$ cat src/rtl/seq_divider.sv
// seq_divider: multi-cycle radix-2 restoring integer divider for the EXE stage.
// One quotient bit per cycle, MSB first; result registered 32 edges after start,
// div_end pulses for one cycle in the following DONE state.
//
// Ports:
//   clk            pipeline clock, rising edge
//   rst            asynchronous active-high reset
//   div_begin      level request; dropping it while busy aborts the division
//   div_sign       1 = signed (DIV), 0 = unsigned (DIVU); sampled at start
//   div_op1        dividend, sampled at start
//   div_op2        divisor, sampled at start
//   div_result     quotient, registered, held until the next completed divide
//   div_remainder  remainder, registered, held until the next completed divide
//   div_end        one-cycle completion strobe
module seq_divider #(
    parameter int unsigned WIDTH = 32
) (
    input  logic             clk,
    input  logic             rst,
    input  logic             div_begin,
    input  logic             div_sign,
    input  logic [WIDTH-1:0] div_op1,
    input  logic [WIDTH-1:0] div_op2,
    output logic [WIDTH-1:0] div_result,
    output logic [WIDTH-1:0] div_remainder,
    output logic             div_end
);

    typedef enum logic [1:0] {IDLE, BUSY, DONE} state_t;

    state_t state, state_nxt;

    logic [5:0]       cnt;
    logic [WIDTH-1:0] rem;      // partial remainder
    logic [WIDTH-1:0] dvd;      // dividend bits shift out, quotient bits shift in
    logic [WIDTH-1:0] dvs;      // divisor magnitude
    logic [WIDTH-1:0] op1_raw;  // original dividend, for the divide-by-zero remainder
    logic             q_neg;
    logic             r_neg;
    logic             dvz;

    logic             last_iter;
    logic [WIDTH+1:0] trial;
    logic             trial_neg;
    logic [WIDTH-1:0] rem_nxt;
    logic [WIDTH-1:0] dvd_nxt;
    logic [WIDTH-1:0] op1_abs;
    logic [WIDTH-1:0] op2_abs;

    assign last_iter = (cnt == 6'd31);

    assign op1_abs = (div_sign && div_op1[WIDTH-1]) ? -div_op1 : div_op1;
    assign op2_abs = (div_sign && div_op2[WIDTH-1]) ? -div_op2 : div_op2;

    // Trial subtract on the upper WIDTH+1 bits of the shifted {rem, dvd}.
    // A non-negative difference never reaches bit WIDTH (rem < dvs), so any set
    // bit in the top two positions means the trial went negative.
    assign trial     = {1'b0, rem, dvd[WIDTH-1]} - {2'b00, dvs};
    assign trial_neg = |trial[WIDTH+1:WIDTH];

    always_comb begin
        rem_nxt = {rem[WIDTH-2:0], dvd[WIDTH-1]};
        dvd_nxt = {dvd[WIDTH-2:0], 1'b0};
        if (!trial_neg) begin
            rem_nxt = trial[WIDTH-1:0];
            dvd_nxt = {dvd[WIDTH-2:0], 1'b1};
        end
    end

    always_ff @(posedge clk or posedge rst) begin
        if (rst) begin
            state <= IDLE;
        end else begin
            state <= state_nxt;
        end
    end

    always_comb begin
        state_nxt = state;
        case (state)
            IDLE: if (div_begin) state_nxt = BUSY;
            BUSY: begin
                if (!div_begin) begin
                    state_nxt = IDLE;
                end else if (last_iter) begin
                    state_nxt = DONE;
                end
            end
            DONE:    state_nxt = IDLE;
            default: state_nxt = IDLE;
        endcase
    end

    always_ff @(posedge clk or posedge rst) begin
        if (rst) begin
            cnt           <= '0;
            rem           <= '0;
            dvd           <= '0;
            dvs           <= '0;
            op1_raw       <= '0;
            q_neg         <= 1'b0;
            r_neg         <= 1'b0;
            dvz           <= 1'b0;
            div_result    <= '0;
            div_remainder <= '0;
        end else begin
            case (state)
                IDLE: begin
                    if (div_begin) begin
                        rem     <= '0;
                        dvd     <= op1_abs;
                        dvs     <= op2_abs;
                        op1_raw <= div_op1;
                        q_neg   <= div_sign & (div_op1[WIDTH-1] ^ div_op2[WIDTH-1]);
                        r_neg   <= div_sign & div_op1[WIDTH-1];
                        dvz     <= (div_op2 == '0);
                        cnt     <= '0;
                    end
                end
                BUSY: begin
                    if (div_begin) begin
                        rem <= rem_nxt;
                        dvd <= dvd_nxt;
                        cnt <= cnt + 6'd1;
                        if (last_iter) begin
                            if (dvz) begin
                                div_result    <= '1;
                                div_remainder <= op1_raw;
                            end else begin
                                div_result    <= q_neg ? -dvd_nxt : dvd_nxt;
                                div_remainder <= r_neg ? -rem_nxt : rem_nxt;
                            end
                        end
                    end
                end
                default: ;
            endcase
        end
    end

    assign div_end = (state == DONE);

endmodule

$ cat config.mk
export PLATFORM = sky130hd
export DESIGN_NAME = seq_divider
export DESIGN_NICKNAME = d
export VERILOG_FILES = /design/src/rtl/seq_divider.sv
export SDC_FILE = /design/constraint.sdc
export NUM_CORES = 1
export LEC_CHECK = 0
export BUFFER_PORTS_ARGS = -buffer_cell sky130_fd_sc_hd__buf_2
export CAP_MARGIN = 25
export CELL_PAD_IN_SITES_DETAIL_PLACEMENT = 0
export CELL_PAD_IN_SITES_GLOBAL_PLACEMENT = 2
export CORE_ASPECT_RATIO = 1.2
export CORE_MARGIN = 2
export CORE_UTILIZATION = 33
export DETAILED_ROUTE_END_ITERATION = 6
export PLACE_DENSITY_LB_ADDON = 0.1
export SLEW_MARGIN = 40
export SYNTH_ARGS = -nofsm -noshare
export SYNTH_HDL_FRONTEND = slang
export SYNTH_SLANG_ARGS = --single-unit
$ cat constraint.sdc
create_clock -name clk -period 6.22 [get_ports clk]
set_clock_uncertainty 0.05 [all_clocks]
set_input_delay 0.622 -clock clk [delete_from_list [all_inputs] [get_ports clk]]
set_output_delay 0.622 -clock clk [all_outputs]
set_load 0.01 [all_outputs]
==> impl_metrics.tcl <==
set metrics [dict create \
    syn2layout_area_growth_pct 14.3 \
    cp.arrival_ns 5.60 \
    cts.repair.resized 0 \
    routedWlPerCell_um 19.7 \
    drt-initial-drc-count 575 \
    path_max_fanout 10 \
    crit_chain "ha_1 > o211ai_1 > o21ai_0 > nand4_1 > a21oi_1 > o211ai_1 > a21oi_4 > inv_2 > a21oi_1 > ha_1 > nand3_1 > or3_1 > mux2i_1 > nand2_1 > o31ai_1 > xnor2_1 > a21oi_1" \
    synth_edf_count 0 \
    fill_cells 4325 \
    cts_buffers 25 \
    port_buffers 132 \
    setup_slack_ns 0.981 \
    crit_cells 17 \
    max_freq_mhz 191 \
    setup_viol 0 \
    drive_gt1_frac 0.126 \
    synth.ff_latch_count 203 \
    grt_max_degree 100 \
    cts_setup_buffers 0 \
    num_rows 81 \
    initial_core_util 0.336 \
    cellLeakagePower_nw 7.08 \
    power.density_mw_per_mm2 247 \
    cts_sinks 203 \
    startpoint "rem[13]" \
    via_per_inst 5.24 \
    syn_area_per_cell_um2 8.06 \
    r2r_cells 17 \
    timing.rr.start "rem[13]" \
    yosys.area.top_type "dfrtp_1" \
    start_kind "flip-flop" \
    finalNetCount 1896 \
    ys_top_cells_by_area "dfrtp_1 37%, nand2_1 8.3%, o21ai_0 6.5%, a21oi_1 5.2%, xor2_1 4.9%" \
    hold_buffers 0 \
    dieArea_mm2 0.0433 \
    clk_pin_slew_ns 0.06 \
    hpwlAfterDp_mm 35.1 \
    die_w_um 190 \
    path_buf_inv 1 \
    clockBufferDepth 3 \
    seq_area_frac_synth 0.370 \
    synth_top_area_share 0.370 \
    insertion_delay_ns 0.55 \
    slew_headroom 0.450 \
    synthTopCellsByCount "303 x nand2_1, 203 x dfrtp_1, 179 x o21ai_0" \
    drt-total-wl_mm 46.3 \
    cts.htree.levels 1 \
    period_share 0.842 \
    hold_path_class "in -> async" \
    drt.antenna.violating_nets 0 \
    grt_setup_unrepaired "false" \
    grt_remaining_overflow 0 \
    antenna_found_initial 0 \
    die_y_um 228 \
    worst_pin_slew_ns 0.823 \
    grt_use_total 0.217 \
    synth_most_common_cell "nand2_1" \
    cp_top_family "compound AO/OA/AOI/OAI gates" \
    post_synth_inst_count 1705 \
    cts_tree "yes" \
    first_pass_iters 4 \
    grt_pass1_wl_mm 72.9 \
    max_stage_delay_ns 0.58 \
    cap_violations 0 \
    slew_violations 0 \
    ys_async_sr_fraction 1.00 \
    critPathSlowestCell "ha_1" \
    crit_top_cell "a21oi_1" \
    r2r_slack_ns 0.98 \
    synth_cell_type_count 80 \
    crit_type "reg -> reg" \
    grt_pass1_vias 12433 \
    r2r_end "div_remainder[28]" \
    required_ns 6.58 \
    setup_tns_ns 0 \
    synth.net_count 1811 \
    dp_slack_ns 0.924 \
    syn-cell-area_mm2 0.0137 \
    hold_viol_final 0 \
    end_kind "flip-flop" \
    io_pins 133 \
    cts_root_buf "clkbuf_16" \
    layout_min_cycle_time_ns 5.24 \
    place_congestion 0.867 \
    core_area_mm2 0.0409 \
    max-vdd-ir-drop_mv 0.144 \
    status "finished, final reports clean" \
    via_count 12296 \
    drc 0 \
    ys_warn_count 0 \
    ys.flop_type "dfrtp_1" \
    timing.critical_path.to "div_remainder[28]" \
]
==> layout make-up <==
type / count / area [µm²] / share of cell area
multi-input combinational: 1355 / 8100 / 0.515
sequential: 203 / 5080 / 0.323
timing repair buffer: 152 / 817 / 0.0520
clock buffer: 37 / 711 / 0.0452
tap: 539 / 674 / 0.0429
inverter: 53 / 208 / 0.0132
clock inverter: 8 / 119 / 0.00757
antenna: 1 / 2.50 / 0.000159
==> registers in the layout, summed over array words and instances (netlist names), 2 cells and up <==
name	flops
div_remainder	32
div_result	32
dvd	32
dvs	32
op1_raw	32
rem	32
cnt	6
state	2
==> cells by family after synthesis <==
kind of cell	Yosys count	share of synthesized area
buffers and inverters	147	0.0434
muxes	39	0.0290
AOI/OAI and AO/OA	493	0.221
DFF	203	0.370
and+or+nand+nor	647	0.213
adders and majority gates	38	0.0352
xor gates and xnor gates	138	0.0885
==> through the flow <==
| step | hold slack (ns) | utilization | power, W | instance area [µm²] | instances |
|---|---|---|---|---|---|
| 2_1_floorplan | 0.387 | - | 0.00212 | 13700 | 1705 |
| 3_3_place_gp | 0.407 | 0.362 | 0.00239 | 14800 | 2300 |
| 3_5_place_dp | 0.406 | 0.363 | 0.00240 | 14900 | 2301 |
| 4_1_cts | 0.101 | 0.383 | 0.00393 | 15700 | 2346 |
| 5_1_grt | 0.116 | 0.384 | 0.00410 | 15700 | 2347 |
| 6_report | 0.0731 | 0.384 | 0.00388 | 15700 | 2348 |
==> worst min-delay path by stage <==
stage / end / slack, ns / depth (start not counted)
detailed placement: op1_raw[25] / 0.41 / 2
finish: dvd[4] / 0.07 / 2
global placement: op1_raw[25] / 0.41 / 2
global route: dvd[4] / 0.12 / 2
floorplan: op1_raw[18] / 0.39 / 2
CTS: dvd[4] / 0.10 / 2
==> where the power goes <==
| part | switching (W) | internal (W) |
|---|---|---|
| Sequential | 0.0000879 | 0.00141 |
| Clock | 0.000598 | 0.000911 |
| Combinational | 0.000568 | 0.000299 |
| Total | 0.00125 | 0.00262 |
==> cell usage in the layout (no fill, tap or decap), types with 36 or more instances in the layout <==
| cell type | count |
|---|---|
| o21ai_0 | 179 |
| xor2_1 | 77 |
| ha_1 | 37 |
| a21oi_1 | 142 |
| dfrtp_1 | 202 |
| buf_2 | 133 |
| mux2i_1 | 36 |
| inv_1 | 48 |
| nor3_1 | 37 |
| nor2_1 | 134 |
| nand2_1 | 302 |
| xnor2_1 | 60 |
==> metal layers <==
| metal | track usage | routed length [µm] | vias to the layer above |
|---|---|---|---|
| met1 | 0.276 | 20400 | 5784 |
| met4 | 0.0693 | 1300 | 0 |
| met2 | 0.386 | 22900 | 252 |
| met3 | 0.0214 | 1700 | 52 |
| met5 | 0 | 0 | - |
| li1 | - | - | 6208 |
(Power assumes the default switching activity.)
